<file path="src/rtl/sigmoid_arbiter.sv">
// Round-robin front end that shares one fixed-latency sigmoid pipeline among N_REQ requesters.
// Results are tagged with the requester ID and returned in accept order through a response FIFO.
module sigmoid_arbiter #(
  parameter int N_REQ      = 4,
  parameter int FIFO_DEPTH = 8,
  localparam int ID_W      = $clog2(N_REQ)
) (
  input  logic                 clk,
  input  logic                 rst_n,
  input  logic [N_REQ-1:0]     req_valid,
  input  logic [16*N_REQ-1:0]  req_data,
  output logic [N_REQ-1:0]     req_ready,
  output logic                 sig_valid_in,
  output logic [15:0]          sig_data_in,
  input  logic                 sig_valid_out,
  input  logic [15:0]          sig_data_out,
  output logic                 resp_valid,
  output logic [ID_W-1:0]      resp_id,
  output logic [15:0]          resp_data,
  input  logic                 resp_ready,
  output logic                 busy,
  output logic                 err
);

  localparam int PTR_W = $clog2(FIFO_DEPTH);
  localparam int CNT_W = PTR_W + 1;
  localparam int SUM_W = CNT_W + 2;

  logic                 issue_v_q;
  logic [15:0]          issue_data_q;
  logic [ID_W-1:0]      issue_id_q;
  logic [ID_W-1:0]      rr_ptr_q, rr_ptr_d;
  logic [ID_W-1:0]      tag_mem_q [FIFO_DEPTH];
  logic [PTR_W-1:0]     tag_wr_q, tag_rd_q;
  logic [CNT_W-1:0]     tag_cnt_q, tag_cnt_d;
  logic [ID_W+15:0]     resp_mem_q [FIFO_DEPTH];
  logic [PTR_W-1:0]     resp_wr_q, resp_rd_q;
  logic [CNT_W-1:0]     resp_cnt_q, resp_cnt_d;
  logic                 err_q;

  logic                 grant_found;
  logic [ID_W-1:0]      grant_idx;
  logic [ID_W:0]        cand;
  logic [SUM_W-1:0]     inflight;
  logic                 credit_ok, accept;
  logic                 tag_push, tag_pop, err_set;
  logic                 resp_push, resp_pop, resp_full;

  // Every accepted operand is counted exactly once: in the issue register, then as a tag, then as a response.
  assign inflight  = SUM_W'(issue_v_q) + SUM_W'(tag_cnt_q) + SUM_W'(resp_cnt_q);
  assign credit_ok = inflight < SUM_W'(FIFO_DEPTH);

  always_comb begin
    grant_found = 1'b0;
    grant_idx   = '0;
    cand        = '0;
    for (int k = 0; k < N_REQ; k++) begin
      cand = {1'b0, rr_ptr_q} + (ID_W+1)'(k);
      if (cand >= (ID_W+1)'(N_REQ)) cand = cand - (ID_W+1)'(N_REQ);
      if (!grant_found && req_valid[cand[ID_W-1:0]]) begin
        grant_found = 1'b1;
        grant_idx   = cand[ID_W-1:0];
      end
    end
  end

  // rst_n gates the grant so req_ready drops the moment reset is asserted.
  assign accept = rst_n & grant_found & credit_ok;

  always_comb begin
    req_ready = '0;
    if (accept) req_ready[grant_idx] = 1'b1;
  end

  always_comb begin
    rr_ptr_d = rr_ptr_q;
    if (accept) begin
      if (grant_idx == ID_W'(N_REQ - 1)) rr_ptr_d = '0;
      else                               rr_ptr_d = grant_idx + ID_W'(1);
    end
  end

  assign tag_push  = issue_v_q;
  assign tag_pop   = sig_valid_out & (tag_cnt_q != '0);
  assign err_set   = sig_valid_out & (tag_cnt_q == '0);
  assign resp_push = tag_pop;
  assign resp_valid = resp_cnt_q != '0;
  assign resp_pop  = resp_valid & resp_ready;
  assign resp_full = resp_cnt_q == CNT_W'(FIFO_DEPTH);

  always_comb begin
    tag_cnt_d = tag_cnt_q;
    case ({tag_push, tag_pop})
      2'b10:   tag_cnt_d = tag_cnt_q + CNT_W'(1);
      2'b01:   tag_cnt_d = tag_cnt_q - CNT_W'(1);
      default: tag_cnt_d = tag_cnt_q;
    endcase
  end

  always_comb begin
    resp_cnt_d = resp_cnt_q;
    case ({resp_push, resp_pop})
      2'b10:   resp_cnt_d = resp_cnt_q + CNT_W'(1);
      2'b01:   resp_cnt_d = resp_cnt_q - CNT_W'(1);
      default: resp_cnt_d = resp_cnt_q;
    endcase
  end

  always_ff @(posedge clk or negedge rst_n) begin
    if (!rst_n) begin
      issue_v_q    <= 1'b0;
      issue_data_q <= '0;
      issue_id_q   <= '0;
      rr_ptr_q     <= '0;
      tag_wr_q     <= '0;
      tag_rd_q     <= '0;
      tag_cnt_q    <= '0;
      resp_wr_q    <= '0;
      resp_rd_q    <= '0;
      resp_cnt_q   <= '0;
      err_q        <= 1'b0;
      for (int i = 0; i < FIFO_DEPTH; i++) begin
        tag_mem_q[i]  <= '0;
        resp_mem_q[i] <= '0;
      end
    end else begin
      issue_v_q <= accept;
      if (accept) begin
        issue_data_q <= req_data[16*grant_idx +: 16];
        issue_id_q   <= grant_idx;
      end
      rr_ptr_q <= rr_ptr_d;
      if (tag_push) begin
        tag_mem_q[tag_wr_q] <= issue_id_q;
        tag_wr_q            <= tag_wr_q + PTR_W'(1);
      end
      if (tag_pop) tag_rd_q <= tag_rd_q + PTR_W'(1);
      tag_cnt_q <= tag_cnt_d;
      if (resp_push) begin
        resp_mem_q[resp_wr_q] <= {tag_mem_q[tag_rd_q], sig_data_out};
        resp_wr_q             <= resp_wr_q + PTR_W'(1);
      end
      if (resp_pop) resp_rd_q <= resp_rd_q + PTR_W'(1);
      resp_cnt_q <= resp_cnt_d;
      if (err_set) err_q <= 1'b1;
    end
  end

  assign sig_valid_in = issue_v_q;
  assign sig_data_in  = issue_data_q;
  assign resp_id      = resp_mem_q[resp_rd_q][ID_W+15:16];
  assign resp_data    = resp_mem_q[resp_rd_q][15:0];
  assign busy         = issue_v_q | (tag_cnt_q != '0) | resp_valid;
  assign err          = err_q;

  // Credit admission must make a push into a full response FIFO impossible.
  assert property (@(posedge clk) disable iff (!rst_n) !(resp_push && resp_full));

endmodule

</file>
<file path="config.mk">
export PLATFORM = sky130hd
export DESIGN_NAME = sigmoid_arbiter
export DESIGN_NICKNAME = d
export VERILOG_FILES = /design/src/rtl/sigmoid_arbiter.sv
export SDC_FILE = /design/constraint.sdc
export NUM_CORES = 1
export LEC_CHECK = 0
export ABC_AREA = 0
export CORE_ASPECT_RATIO = 1.25
export CORE_MARGIN = 1.5
export CORE_UTILIZATION = 50
export DETAILED_ROUTE_END_ITERATION = 8
export PLACE_DENSITY_LB_ADDON = 0.2
export SLEW_MARGIN = 20
export SYNTH_ARGS = -nofsm -noshare
export SYNTH_HDL_FRONTEND = slang
export SYNTH_SLANG_ARGS = --single-unit
</file>
<file path="constraint.sdc">
create_clock -name clk -period 3.29 [get_ports clk]
set_clock_uncertainty 0.1 [all_clocks]
set_input_delay 0.658 -clock clk [delete_from_list [all_inputs] [get_ports clk]]
set_output_delay 0.658 -clock clk [all_outputs]
set_load 0.02 [all_outputs]
</file>
==> metrics <==
status=finished, final reports clean; Ports=130; crit share post-route=97.3%; initial antenna violation count=0; crit end category=output pin; PortBufs=129; Post-synth EDFFs=0; global-route wire length before repair=34700 um; Die ar.=0.0205 sq mm; area of the multi-input gates=0.00450 sq mm; clock sinks=202; Vias=5999; RSZ-0062 raised after global routing=no; worst-path fanout max=6; Total Wirelength=roughly 21000 um; sequential fraction of the synthesis area=51.5%; die extent in x=128 um; Final TNS setup=0 ns; Worst Path Buf+Inv=2; n_diodes=0; met1 Track Usage GR=about a quarter; Syn. warnings=0; crit path cell chain=ha_1, or4b_4, a221oi_2, o21ai_2, inv_2, and2_1, buf_2; CP max-delay cell=or4b_4; Placer Congestion=just under 0.8; Slew headroom=36.7%; Top delay family on crit path=simple AND/OR/NAND/NOR gates; WP data required=around 2.5 ns; Final Hold Fails=0; Slew Viols, Final=0; Crit path largest cell delay=0.54 ns; Netlist Area Pre-Place=0.00981 sq mm; Area contributors post-synth=dfrtp_1, mux2_2, mux4_2; Crit Path Category=flop to output pin; max-cap violations=0; worst min path class=input port to asynchronous set/reset pin; fmax=0.312 GHz; cell taking the most area after synthesis=dfrtp_1; Placed Cells=1030; grt total ovfl=0; Slew @ Worst Pin=0.949 ns; DP HPWL=14300 um; synth-to-layout area growth=24.6%; post-synth top area share=51.5%; drt wl/cell=19.7 um; FF/Latch Area=0.00506 sq mm; Max VDD drop=0.573 mV; Chip Height=160 um; FP Rows=57; startpoint types=flop; worst hold margin=0.296 ns; clock buffer count from CTS=21; DRC=0; DRT iter0 DRCs=223; CTS Hold Bufs=0; M2 GR Usage=39.6%; post-synth net total=between 700 and 800; GR Util met3=between 3 and 4%; synthesized area per cell=roughly 15 sq um; Main synth FF type=dfrtp_1; drt pass-1 iters=4; post-synthesis async set-or-reset flop share=100%; Via density=about 5.6; largest net degree at the start of global routing=78; final non-filler cell total=1077; fillcell total=1477; Core Region=0.0193 sq mm; Final WS setup=0.0887 ns; post-synthesis cell count=650; Util after Layout=63.3%; PD cells=between 1000 and 1500 mW/mm^2; pre-CTS setup slack=-0.213 ns; most frequent cells in the layout=dfrtp_1, mux2_2, clkdlybuf4s50_1; Clock Latency Late Sink=0.49 ns; CTS tree=yes; fin crit period=3.20 ns; commonest non-fill, non-tap cell in the layout=dfrtp_1; Pleak=~5.5 nW; H-tree lvl count=1; root buf cell=clkbuf_16; Distinct cells, synth=between 50 and 60; Yosys reg bits=202; vias in the first global route=6813; antenna-violating nets left=0; clock transition at the registers of the reported paths=0.06 ns; fraction of layout cells with a size suffix above 1=39.0%; Initial Util=between 50% and 60%; # setup viols final=0; Tot GR Track Use=21.3%; WP data arrival=2.44 ns; # nets final=901; busiest grt layer=met2; CTS Buffer Depth=3
cells in the mapped netlist, types with 2 or more instances:
cell        n
o221ai_1   16
ha_1       15
buf_8       2
buf_2      14
nand2b_1    3
a31oi_1     2
xor2_1      6
buf_6       5
xnor2_1    10
nor3b_1     2
clkbuf_1   11
buf_4       2
nand2_2     3
nand2_1    37
a21oi_1     4
or4_1       2
and2_1      4
o21ai_0     3
nor3_1      2
inv_1       4
dfrtp_1   202
mux2i_1    34
nor4b_4     2
mux2_2    175
nand3b_4    2
a221oi_1    2
mux4_2     40
mux2_4     10
nor2_1      6
nand4b_1    4
worst paths after layout:
check                               from               to  slack, ns  cells past startpoint
hold reg to reg                      err              err       0.38                      1
setup / recovery           resp_cnt_q[3]     req_ready[3]       0.09                      7
max in group asynchronous          rst_n  resp_mem_q[131]       1.35                      3
setup reg to reg            tag_cnt_q[0]    resp_cnt_q[3]       0.42                      9
hold / removal                     rst_n   resp_mem_q[44]       0.30                      2
min in group clk                     err              err       0.38                      1
registers in the layout, indices dropped and copies added (netlist names):
register,flops
resp_wr_q,3
issue_id_q,2
resp_cnt_q,4
tag_rd_q,3
resp_rd_q,3
tag_wr_q,3
resp_mem_q,144
err,1
tag_mem_q,16
sig_data_in,16
tag_cnt_q,4
rr_ptr_q,2
sig_valid_in,1
cell families after synthesis:
group	after synthesis	share of synthesized area, %
multiplexers	260	34.4
flip-flops	202	51.5
AND/OR/NAND/NOR	81	5.28
buffers and inverters	42	2.77
AO/OA/AOI/OAI	33	2.54
XOR/XNOR	17	1.59
adder cells (fa/ha/maj)	15	1.91
layer usage:
| metal | vias up | share of wire, % |
|---|---|---|
| li1 | 2715 | - |
| met1 | 3112 | 40 |
| met2 | 146 | 54 |
| met3 | 26 | 4.2 |
| met4 | 0 | 1.5 |
| met5 | - | 0 |
final cells by class:
| cell class | count | share of cell area [%] |
|---|---|---|
| Sequential cell | 202 | 41.3 |
| Multi-Input combinational cell | 406 | 36.8 |
| Timing Repair Buffer | 161 | 12.9 |
| Clock buffer | 35 | 5.63 |
| Tap cell | 265 | 2.71 |
| Clock inverter | 2 | 0.287 |
| Inverter | 6 | 0.287 |
through the flow:
step | cell area, sq um | power [mW]
final | 12200 | 12.7
after global routing | 12200 | 13.4
after CTS | 12100 | 12.8
after detailed placement | 11400 | 10.3
after global placement | 11400 | 10.0
after floorplan | 9810 | 8.42
timing repair:
item,in CTS,in global routing
setup buffers,3,7
resized for setup,21,17
setup endpoints to repair,21,17
report_power, final:
group | internal, mW | leakage [nW] | total, mW | switching (mW)
combinational | 3.29 | 2.64 | 5.71 | 2.42
sequential | 3.70 | 2.47 | 4.55 | 0.851
clock | 1.49 | 0.359 | 2.43 | 0.936
total | 8.49 | 5.47 | 12.7 | 4.20
No activity file was read; power rests on OpenSTA's default activity.
